<file path="src/rtl/window_7x7_pkg.sv">
`default_nettype none
// ============================================================================
// Module   : window_7x7_pkg
// Brief    : Shared constants and state type for the 7x7 window sequencer.
// Revision : 1.0 - initial release
// ============================================================================
package window_7x7_pkg;

    localparam int KSIZE       = 7;
    localparam int FILL_THRESH = KSIZE - 1;

    typedef enum logic [1:0] {
        IDLE = 2'd0,
        RUN  = 2'd1,
        DONE = 2'd2
    } seq_state_t;

endpackage
`default_nettype wire

</file>
<file path="src/rtl/window_7x7_pos_counter.sv">
`default_nettype none
// ============================================================================
// Module   : window_7x7_pos_counter
// Brief    : Column / row-band counter pair with enable, clear, wrap at the
//            end of each row and a flag for the last column of the last band.
// Revision : 1.0 - initial release
// ============================================================================
module window_7x7_pos_counter #(
    parameter int COLS = 640,
    parameter int ROWS = 480
) (
    input  logic                      clk,
    input  logic                      rst_n,
    input  logic                      clr,
    input  logic                      en,
    output logic [$clog2(COLS)-1:0]   col,
    output logic [$clog2(ROWS)-1:0]   band,
    output logic                      last
);

    localparam int CW = $clog2(COLS);
    localparam int RW = $clog2(ROWS);

    logic col_end;
    logic band_end;

    // End-of-row and end-of-frame position decode
    always_comb begin
        col_end  = (col == CW'(COLS - 1));
        band_end = (band == RW'(ROWS - 7));
        last     = col_end && band_end;
    end

    // Advance column per enable; wrap into the next band at end of row
    always_ff @(posedge clk) begin
        if (!rst_n || clr) begin
            col  <= '0;
            band <= '0;
        end else if (en) begin
            if (col_end) begin
                col <= '0;
                if (band_end) begin
                    band <= '0;
                end else begin
                    band <= band + RW'(1);
                end
            end else begin
                col <= col + CW'(1);
            end
        end
    end

endmodule
`default_nettype wire

</file>
<file path="src/rtl/window_7x7_sequencer.sv">
`default_nettype none
// ============================================================================
// Module   : window_7x7_sequencer
// Brief    : Frame-level control for the 7x7 sliding-window datapath: shift
//            enable, window-valid flag with position, busy/done/progress.
//            Optional macro WINDOW_7X7_SEQ_BORDER_EN adds registered border
//            flags aligned with win_valid_o.
// Revision : 1.0 - initial release
// ============================================================================
module window_7x7_sequencer
    import window_7x7_pkg::*;
#(
    parameter int COLS = 640,
    parameter int ROWS = 480
) (
    input  logic                      clk,
    input  logic                      rst_n,
    input  logic                      start_i,
    input  logic                      valid_i,
    output logic                      count_en_o,
    output logic                      win_valid_o,
    output logic [$clog2(ROWS)-1:0]   row_o,
    output logic [$clog2(COLS)-1:0]   col_o,
    output logic                      busy_o,
    output logic                      done_o,
    output logic                      progress_done_o
`ifdef WINDOW_7X7_SEQ_BORDER_EN
    ,
    output logic                      first_col_o,
    output logic                      last_col_o,
    output logic                      first_row_o,
    output logic                      last_row_o
`endif
);

    localparam int CW = $clog2(COLS);
    localparam int RW = $clog2(ROWS);

    generate
        if (COLS < KSIZE || ROWS < KSIZE) begin : g_param_check
            $error("window_7x7_sequencer: COLS and ROWS must both be 7 or more");
        end
    endgenerate

    seq_state_t        state;
    seq_state_t        state_nxt;
    logic              accept;
    logic              fill;
    logic              clr;
    logic              last;
    logic [CW-1:0]     col;
    logic [RW-1:0]     band;

    window_7x7_pos_counter #(
        .COLS (COLS),
        .ROWS (ROWS)
    ) u_pos (
        .clk   (clk),
        .rst_n (rst_n),
        .clr   (clr),
        .en    (accept),
        .col   (col),
        .band  (band),
        .last  (last)
    );

    // State register
    always_ff @(posedge clk) begin
        if (!rst_n) begin
            state <= IDLE;
        end else begin
            state <= state_nxt;
        end
    end

    // Next-state: start from IDLE, finish on the last accepted column
    always_comb begin
        state_nxt = state;
        case (state)
            IDLE:    if (start_i)        state_nxt = RUN;
            RUN:     if (accept && last) state_nxt = DONE;
            DONE:                        state_nxt = IDLE;
            default:                     state_nxt = IDLE;
        endcase
    end

    // Combinational outputs and column-acceptance decode
    always_comb begin
        accept     = valid_i && (state == RUN);
        fill       = accept && (col >= CW'(FILL_THRESH));
        clr        = (state == IDLE) && start_i;
        count_en_o = accept;
        busy_o     = (state != IDLE);
        done_o     = (state == DONE);
    end

    // Window flag and position, one cycle behind the accepted column
    always_ff @(posedge clk) begin
        if (!rst_n) begin
            win_valid_o <= 1'b0;
            row_o       <= '0;
            col_o       <= '0;
        end else begin
            win_valid_o <= fill;
            if (fill) begin
                col_o <= col - CW'(FILL_THRESH);
                row_o <= band;
            end
        end
    end

    // Frame-complete level: set with the final column, cleared on a new frame
    always_ff @(posedge clk) begin
        if (!rst_n) begin
            progress_done_o <= 1'b0;
        end else if (clr) begin
            progress_done_o <= 1'b0;
        end else if (accept && last) begin
            progress_done_o <= 1'b1;
        end
    end

`ifdef WINDOW_7X7_SEQ_BORDER_EN
    // Border flags aligned with win_valid_o; forced low when no window
    always_ff @(posedge clk) begin
        if (!rst_n) begin
            first_col_o <= 1'b0;
            last_col_o  <= 1'b0;
            first_row_o <= 1'b0;
            last_row_o  <= 1'b0;
        end else begin
            first_col_o <= fill && (col == CW'(FILL_THRESH));
            last_col_o  <= fill && (col == CW'(COLS - 1));
            first_row_o <= fill && (band == '0);
            last_row_o  <= fill && (band == RW'(ROWS - 7));
        end
    end
`endif

endmodule
`default_nettype wire

</file>
<file path="config.mk">
export PLATFORM = sky130hd
export DESIGN_NAME = window_7x7_sequencer
export DESIGN_NICKNAME = d
export VERILOG_FILES = /design/src/rtl/window_7x7_pkg.sv /design/src/rtl/window_7x7_pos_counter.sv /design/src/rtl/window_7x7_sequencer.sv
export SDC_FILE = /design/constraint.sdc
export NUM_CORES = 1
export LEC_CHECK = 0
export BUFFER_PORTS_ARGS = -buffer_cell sky130_fd_sc_hd__buf_4
export CORE_UTILIZATION = 60
export DETAILED_ROUTE_END_ITERATION = 16
export PLACE_DENSITY = 0.9
export RECOVER_POWER = 25
export SLEW_MARGIN = 20
export SYNTH_ARGS = -nofsm -noshare
export SYNTH_HDL_FRONTEND = slang
export SYNTH_HIERARCHICAL = 1
export SYNTH_SLANG_ARGS = --single-unit
</file>
<file path="constraint.sdc">
create_clock -name clk -period 4.33 [get_ports clk]
set_input_delay 0.866 -clock clk [delete_from_list [all_inputs] [get_ports clk]]
set_output_delay 0.866 -clock clk [all_outputs]
set_load 0.01 [all_outputs]
</file>
==> flow_summary.ini, run 1 <==
[timing]
worst_slew_pin_slew_ps = 467
fin_setup_tns_ps = 0
hold_slack_ps = 455
skew_ps = 7.56
max_freq_mhz = 402
min_period_ps = 2490
rsz0062_at_grt = false
finalSetupViolCount = 0
finalHoldViolations = 0
drv_slew = 0
max_slew_margin = 0.688
period_share = 0.574

[outcome]
run_status = complete, no violations

[floorplanning]
rows = 20
die_h_um = 58.9
core_mm2 = 0.00305
die_width_um = 58.9
initial_core_util = 0.637
ios = 28
die_area_mm2 = 0.00347

[finish]
seq_area_um2 = 841
fillerInstances = 249
drive_gt1_frac = 0.129
area_growth_syn_to_layout_pct = 13.8
n_antenna_cell = 0
nets = 255
multi_input_area_mm2 = 0.00103
post-route-util = 0.725

[clocking]
cts-buffers-inserted = 5
clock_latency_ps = 360
cts_max_path_buffers = 2
cts.sinks = 42
post_cts.repair.setup_buffers = 0
clk_pin_slew_ps = 120
ctsHoldBuffers = 0
cts-root-buf = clkbuf_4
cts_resized = 0
cts_tree = built
h-tree-depth = 2

[global_route]
antenna_found_initial = 0
grt-busiest-layer = met2
first_global_vias = 1491
met2_usage = 0.378
grt_max_degree = 39
grt_usage = 0.254
grt_pass1_wl_um = 6580
grt-ovfl-total = 0
use_met1 = 0.347
met3_usage = 0.0549

[setup_path]
cp-end-kind = output port
cp.arrival_ps = 1620
start_kind = input port
critPathMaxFanout = 15
critical_path_class = input port to output port
r2r-start = state[1]
critical_path_required_ps = 3460
r2r_end = u_pos/band[4]
r2r_slack_ps = 2110
reg2reg_depth = 5

[worst_hold_path]
min_from = row_o[8]
min_to = row_o[8]
hold_depth = 2
min_path_type = flip-flop to flip-flop

[routing]
wl_um = 3910
vias = 1671
viasPerCell = 5.72
drtAntennaViolNets = 0
drcViolationCount = 0
dr.pass1.iters = 4
drt_iter0_markers = 134
wl_per_cell_um = 13.4

[placement]
gp_congestion = 0.876
io_buffers = 27
place_hpwl_um = 2600

[pwr]
p_leak_nw = 0.807
power.density_mw_per_mm2 = 331
peakVddDrop_mv = 0.354

[synth]
yosysTopAreaCell = dfxtp_1
synth_most_common_cell = dfxtp_1
yosysSeqAreaShare = 0.432
syn_area_mm2 = 0.00194
synth_common_cells = dfxtp_1, nor2_1, nand2_1
yosysUniqueCellTypes = 45
yosysWarnings = 6
synth_area_leaders = dfxtp_1, xnor2_1, nor2_1
yosys_register_bits = 42
yosys.area.top_type_share = 0.432
synthCells = 223
synth_edf_count = 0
synth_flop_cell = dfxtp_1
syn_nets = 231
synthArstFlopShare = 0
syn_avg_cell_area_um2 = 8.72

[flow_run]
cap_violations = 0
[through the flow]
step | std cells | power (mW) | cell area (um2) | setup slack, ps
after floorplan | 223 | 0.411 | 1940 | 1960
after CTS | 292 | 0.738 | 2260 | 1890
after detailed placement | 284 | 0.418 | 2150 | 1620
final | 292 | 0.732 | 2210 | 1840
after global placement | 284 | 0.417 | 2150 | 1680
after global routing | 292 | 0.760 | 2210 | 1830
[sequential cells by signal, indices dropped and copies added (netlist names)]
signal	cells
col_o	10
u_pos/col	10
row_o	9
u_pos/band	9
state	2
progress_done_o	1
win_valid_o	1
[placed cells by master (no fill, tap or decap), types with 2 or more instances in the layout]
master      n
dfxtp_1    42
a211oi_1    2
a21oi_1    12
clkbuf_1   13
ha_1        4
inv_1       4
xor2_1      6
mux2i_1     2
nor3b_1     2
and3_1      3
nor2b_1     2
nor2_1     24
bufinv_16   2
o21ai_1    16
nand2_1    21
nor3_1      3
o21ai_0     4
nor4_4      2
nand4_1    10
a211oi_2    2
nand3_1    17
nand2b_1    3
buf_4      14
xnor2_1    12
clkbuf_4    6
[area by class of cell]
type / instances / share of cell area
flip-flops and latches: 42 / 0.380
clock inverters: 2 / 0.0271
inverters: 4 / 0.00678
multi-input cells: 166 / 0.465
well taps: 44 / 0.0249
clock buffers: 6 / 0.0232
repair buffers: 28 / 0.0729
[worst max-delay path by stage]
| stage | from | to | cells past startpoint |
|---|---|---|---|
| 2_1_floorplan | valid_i | u_pos/band[3] | 8 |
| 3_3_place_gp | valid_i | u_pos/band[4] | 6 |
| 3_5_place_dp | valid_i | u_pos/band[4] | 6 |
| 4_1_cts | valid_i | count_en_o | 3 |
| 5_1_grt | valid_i | count_en_o | 3 |
| 6_report | valid_i | count_en_o | 3 |
[worst max-delay path: stages]
cell      delay (ps)
clkbuf_4          90
and3b_1          450
buf_4            210
[cells by family after synthesis]
group,Yosys count,synth area share
buffers and inverters,15,0.0380
multiplexers,2,0.0103
AND/OR/NAND/NOR,101,0.286
AO/OA/AOI/OAI,41,0.126
flip-flops,42,0.432
XOR/XNOR,18,0.0811
adder cells (fa/ha/maj),4,0.0257
[metal layers]
| metal | wire [um] | vias up |
|---|---|---|
| li1 | - | 837 |
| met3 | 222 | 9 |
| met5 | 0 | - |
| met4 | 89 | 0 |
| met1 | 1880 | 777 |
| met2 | 1720 | 48 |
[power by group]
part           switching [mW]  internal (mW)  leakage, nW
sequential            0.00128          0.387        0.339
clock                   0.128          0.195       0.0585
combinational          0.0141        0.00642        0.410
total                   0.143          0.589        0.807
(Power assumes the default switching activity.)
==> run 2, diff against run 1 <==
--- a/config.mk
+++ b/config.mk
@@ -5,10 +5,11 @@
 export SDC_FILE = /design/constraint.sdc
 export NUM_CORES = 1
 export LEC_CHECK = 0
+export ABC_AREA = 1
 export BUFFER_PORTS_ARGS = -buffer_cell sky130_fd_sc_hd__buf_4
-export CORE_UTILIZATION = 60
+export CORE_UTILIZATION = 57
 export DETAILED_ROUTE_END_ITERATION = 16
-export PLACE_DENSITY = 0.9
+export PLACE_DENSITY = 0.86
 export RECOVER_POWER = 25
 export SLEW_MARGIN = 20
 export SYNTH_ARGS = -nofsm -noshare
==> constraint.sdc (replaced) <==
create_clock -name clk -period 2.35 [get_ports clk]
set_input_delay 0.47 -clock clk [delete_from_list [all_inputs] [get_ports clk]]
set_output_delay 0.47 -clock clk [all_outputs]
set_load 0.01 [all_outputs]
==> flow_summary.ini, run 2 <==
[outcome]
run_status = complete, no violations

[flow_run]
cap_violations = 0

[pwr]
power.share.switching = 0.205
peakVddDrop_mv = 0.399
internal_power_mw = 1.16
combPwrFrac = 0.036
power.density_mw_per_mm2 = 591
pwr-share-clk = 0.472
p_seq_frac = 0.492
switching_power_uw = 298
p_leak_nw = 1.01

[floorplanning]
die_h_um = 63.4
initial_core_util = 0.620
die_area_mm2 = 0.00403
ios = 28
die_width_um = 63.4
rows = 21
core_mm2 = 0.00347

[finish]
area_growth_syn_to_layout_pct = 14.4
reg.largest.list = col_o (10), u_pos/col (10)
drive_gt1_frac = 0.124
final_area_mm2 = 0.00246
n_antenna_cell = 0
layout_commonest_cell = nor2_1
nets = 355
layout_common_cells = nor2_1, nand2_1, dfxtp_1
post-route-util = 0.710

[clocking]
cts-buffers-inserted = 5
cts_max_path_buffers = 2
h-tree-depth = 2
clock_latency_ps = 300
post_cts.repair.setup_buffers = 0
cts.sinks = 42
clk_pin_slew_ps = 80
cts-root-buf = clkbuf_8
cts_resized = 0
ctsHoldBuffers = 0
cts_tree = built

[timing]
worst_slew_pin_slew_ps = 485
rsz0062_at_grt = false
max_freq_mhz = 554
max_slew_margin = 0.676
hold_slack_ps = 462
fin_setup_tns_ps = 0
skew_ps = 3.50
period_share = 0.768
drv_slew = 0
min_period_ps = 1810
finalSetupViolCount = 0
finalHoldViolations = 0

[routing]
viasPerCell = 5.06
drtAntennaViolNets = 0
dr.max_layer_used = met4
wl_per_cell_um = 12.0
vias = 1994
drt_iter0_markers = 147
met3_length_um = 304
met2RoutedLength_um = 2150
wl_um = 4730
met1_length_um = 2200
dr.pass1.iters = 4
drcViolationCount = 0

[setup_path]
critical_path_class = flip-flop to output port
start_kind = flip-flop
critical_path_required_ps = 1880
cp-end-kind = output port
critPathMaxFanout = 10
cp.arrival_ps = 1340

[placement]
place_hpwl_um = 3450
placed_area_mm2 = 0.00238
io_buffers = 27
gp_congestion = 0.947

[global_route]
grt_max_degree = 22
grt_pass1_wl_um = 8620
first_global_vias = 1952
grt_usage = 0.270
antenna_found_initial = 0
grt-ovfl-total = 0

[synth]
yosysUniqueCellTypes = 31
synth_flop_cell = dfxtp_1
syn_area_mm2 = 0.00215
synth_edf_count = 0
synthArstFlopShare = 0
syn_avg_cell_area_um2 = 6.79
synth_most_common_cell = nor2_1
yosysWarnings = 6
yosys.area.top_type_share = 0.391
syn_nets = 325
yosysTopAreaCell = dfxtp_1
synth_common_cells = nor2_1, nand2_1, dfxtp_1
yosysSeqAreaShare = 0.391
synth_area_leaders = dfxtp_1, nor2_1, nand2_1
yosys_register_bits = 42
synthCells = 317

[worst_hold_path]
min_path_type = input port to flip-flop
==> run 2: changes by cell type in the layout (fill, tap and decap cells not counted), moves of 9 or more <==
| cell | delta |
|---|---|
| xnor2_1 | -9 |
| nor2_1 | +47 |
| inv_1 | +34 |
| nand2_1 | +43 |
==> run 2: critical path, stage by stage (launching register included) <==
cell     delay, ps
dfxtp_1        380
nand3_1        150
inv_1          310
buf_4          200
==> run 2: cell type report <==
class | count | area (um2)
multi-input cells | 228 | 1110
fillers | 299 | 1010
flip-flops and latches | 42 | 841
repair buffers | 29 | 158
inverters | 41 | 154
clock buffers | 5 | 68.8
clock inverters | 3 | 68.8
well taps | 46 | 57.6
==> run 2: per-stage QoR <==
stage                     setup WS (ps)  cells  power, mW
after floorplan                     694    317      0.767
after global placement              557    386      0.783
after detailed placement            498    386      0.784
after CTS                           550    394       1.46
after global routing                390    394       1.50
final                               544    394       1.46
==> run 2: power by group through the flow <==
stage / combinational (mW) / clock (mW) / sequential, mW
2_1_floorplan: 0.0353 / 0 / 0.732
3_3_place_gp: 0.0511 / 0 / 0.732
3_5_place_dp: 0.0519 / 0 / 0.732
4_1_cts: 0.0531 / 0.696 / 0.716
5_1_grt: 0.0598 / 0.727 / 0.716
6_report: 0.0530 / 0.687 / 0.716
==> run 2: path summary, 6_finish.rpt <==
| kind | slack, ps | cells past startpoint | end | start |
|---|---|---|---|---|
| setup / recovery | 540 | 3 | count_en_o | state[0] |
| hold / removal | 460 | 3 | state[0] | start_i |
| setup reg to reg | 590 | 11 | u_pos/col[8] | state[0] |
| hold reg to reg | 470 | 2 | progress_done_o | progress_done_o |
==> run 2: cell families after synthesis <==
kind of cell / Yosys count / synth area share
and+or+nand+nor: 182 / 0.378
buffers and inverters: 47 / 0.0919
DFF: 42 / 0.391
AOI/OAI and AO/OA: 37 / 0.0959
xor gates and xnor gates: 5 / 0.0204
adders and majority gates: 4 / 0.0233
==> run 2: routing by layer <==
| layer | up-vias | track usage |
|---|---|---|
| met5 | - | 0 |
| met4 | 0 | 0.105 |
| met3 | 8 | 0.0562 |
| met2 | 75 | 0.434 |
| met1 | 861 | 0.352 |
| li1 | 1050 | - |
==> run 3, diff against run 2 <==
--- a/config.mk
+++ b/config.mk
@@ -5,11 +5,11 @@
 export SDC_FILE = /design/constraint.sdc
 export NUM_CORES = 1
 export LEC_CHECK = 0
-export ABC_AREA = 1
+export ABC_AREA = 0
 export BUFFER_PORTS_ARGS = -buffer_cell sky130_fd_sc_hd__buf_4
-export CORE_UTILIZATION = 57
+export CORE_UTILIZATION = 50
 export DETAILED_ROUTE_END_ITERATION = 16
-export PLACE_DENSITY = 0.86
+export PLACE_DENSITY = 0.81
 export RECOVER_POWER = 25
 export SLEW_MARGIN = 20
 export SYNTH_ARGS = -nofsm -noshare
==> constraint.sdc (replaced) <==
create_clock -name clk -period 1.6 [get_ports clk]
set_input_delay 0.32 -clock clk [delete_from_list [all_inputs] [get_ports clk]]
set_output_delay 0.32 -clock clk [all_outputs]
set_load 0.01 [all_outputs]
==> flow_summary.ini, run 3 (synthesis gave the netlist of run 1 again) <==
[global_route]
grt_max_degree = 39
grt-ovfl-total = 0
antenna_found_initial = 0
grt_pass1_wl_um = 7890
first_global_vias = 1647
grt_usage = 0.247

[finish]
stdcell_count = 334
seq_area_um2 = 860
fillerInstances = 247
multi_input_area_mm2 = 0.00115
layout_commonest_cell = buf_4
n_antenna_cell = 0
final_area_mm2 = 0.00269
drive_gt1_frac = 0.378
reg.largest.list = col_o (10), u_pos/col (10)
area_growth_syn_to_layout_pct = 38.2
nets = 293
layout_common_cells = buf_4, dfxtp_1, nor2_1

[setup_path]
critical_path_class = flip-flop to flip-flop
cp.arrival_ps = 1970
startpoint = u_pos/col[6]
critPathMaxFanout = 38
start_kind = flip-flop
r2r_slack_ps = -190
critical_path_required_ps = 1780
critical_path.endpoint = col_o[8]
r2r-start = u_pos/col[6]
r2r_end = col_o[8]
reg2reg_depth = 5
cp-end-kind = flip-flop

[placement]
placed_area_mm2 = 0.00246
place_hpwl_um = 3160
place_inst = 321
io_buffers = 27
gp_congestion = 0.818

[floorplanning]
ios = 28
core_mm2 = 0.00369
die_h_um = 64.4
die_width_um = 64.4
die_area_mm2 = 0.00414
rows = 22
initial_core_util = 0.527

[timing]
rsz0062_at_grt = true
worst_slew_pin_slew_ps = 391
finalHoldViolations = 0
min_period_ps = 1790
finalSetupViolCount = 21
drv_slew = 0
max_slew_margin = 0.738
period_share = 1.12
max_freq_mhz = 559
fin_ws_ps = -190
skew_ps = 9.25

[pwr]
internal_power_mw = 1.54
pwr-share-clk = 0.424
power.density_mw_per_mm2 = 731
power.share.switching = 0.218
combPwrFrac = 0.043
p_leak_nw = 1.04
p_seq_frac = 0.533
switching_power_uw = 429
peakVddDrop_mv = 0.403

[clocking]
cts_max_path_buffers = 2
cts.sinks = 42
cts-root-buf = clkbuf_8
h-tree-depth = 2
cts-buffers-inserted = 5
clock_latency_ps = 300
cts_tree = built
clk_pin_slew_ps = 90

[routing]
dr.pass1.iters = 4
wl_um = 5520
drcViolationCount = 0
wl_per_cell_um = 16.5
viasPerCell = 5.76
vias = 1923
drt_iter0_markers = 135
drtAntennaViolNets = 0

[worst_hold_path]
min_path_type = input port to flip-flop

[outcome]
run_status = finished with violations
violations = setup timing

[flow_run]
cap_violations = 0
## run 3: changes by cell type in the layout (fill, tap and decap cells not counted), moves of 6 or more
| cell | change |
|---|---|
| clkbuf_1 | -6 |
| dfxtp_2 | +9 |
| nor3_1 | -9 |
| o21ai_0 | -11 |
| xnor2_1 | +9 |
| inv_1 | -35 |
| buf_4 | +37 |
| dfxtp_1 | -11 |
| nor2_1 | -48 |
| nand4_1 | +8 |
| nand2_1 | -43 |
## run 3: area by class of cell
cell class / instances / share of cell area
Tap cell: 48 / 0.0224
Clock buffer: 5 / 0.0256
Timing Repair Buffer: 66 / 0.182
Clock inverter: 3 / 0.0149
Multi-Input combinational cell: 166 / 0.429
Inverter: 4 / 0.00559
Sequential cell: 42 / 0.320
## run 3: worst max-delay path, cell delays in order, from the launching register on
cell	delay [ps]
dfxtp_2	340
or4_4	550
o41a_1	360
buf_12	190
o21ai_1	160
a21oi_1	60
## run 3: power by group through the flow
stage               Sequential (mW)  Combinational (mW)  Clock, mW
floorplan                      1.07              0.0447          0
global route                   1.05              0.0895      0.875
finish                         1.05              0.0839      0.833
global placement               1.07              0.0713          0
detailed placement             1.07              0.0720          0
CTS                            1.05              0.0747      0.832
## run 3: metal layers
| layer | part of all wire | GRT usage |
|---|---|---|
| met1 | 0.43 | 0.328 |
| met2 | 0.48 | 0.411 |
| met3 | 0.061 | 0.0321 |
| met4 | 0.021 | 0.0833 |
| met5 | 0 | 0 |
## run 3: through the flow
stage / power (mW) / setup TNS, ps / worst slack (ps) / hold slack, ps / utilization
3_3_place_gp: 1.15 / -788 / -66.3 / 437 / 0.666
5_1_grt: 2.01 / -3440 / -207 / 363 / 0.728
3_5_place_dp: 1.15 / -1440 / -90.4 / 442 / 0.666
6_report: 1.96 / -2510 / -190 / 364 / 0.728
2_1_floorplan: 1.12 / -1540 / -110 / 421 / -
4_1_cts: 1.96 / -2160 / -135 / 317 / 0.704
## run 3: worst min-delay path by stage
| stage | end | startpoint | depth (start not counted) |
|---|---|---|---|
| 5_1_grt | state[0] | start_i | 3 |
| 3_5_place_dp | row_o[0] | row_o[0] | 2 |
| 6_report | state[0] | start_i | 3 |
| 4_1_cts | state[0] | start_i | 3 |
| 2_1_floorplan | state[0] | state[1] | 1 |
| 3_3_place_gp | row_o[7] | row_o[7] | 2 |
## run 3: repair_timing
item,in CTS,in global routing
pin swaps,2,9
setup endpoints to repair,29,37
hold buffers,0,0
setup buffers,0,5
resized for setup,6,31
endpoints found under the hold margin,0,0
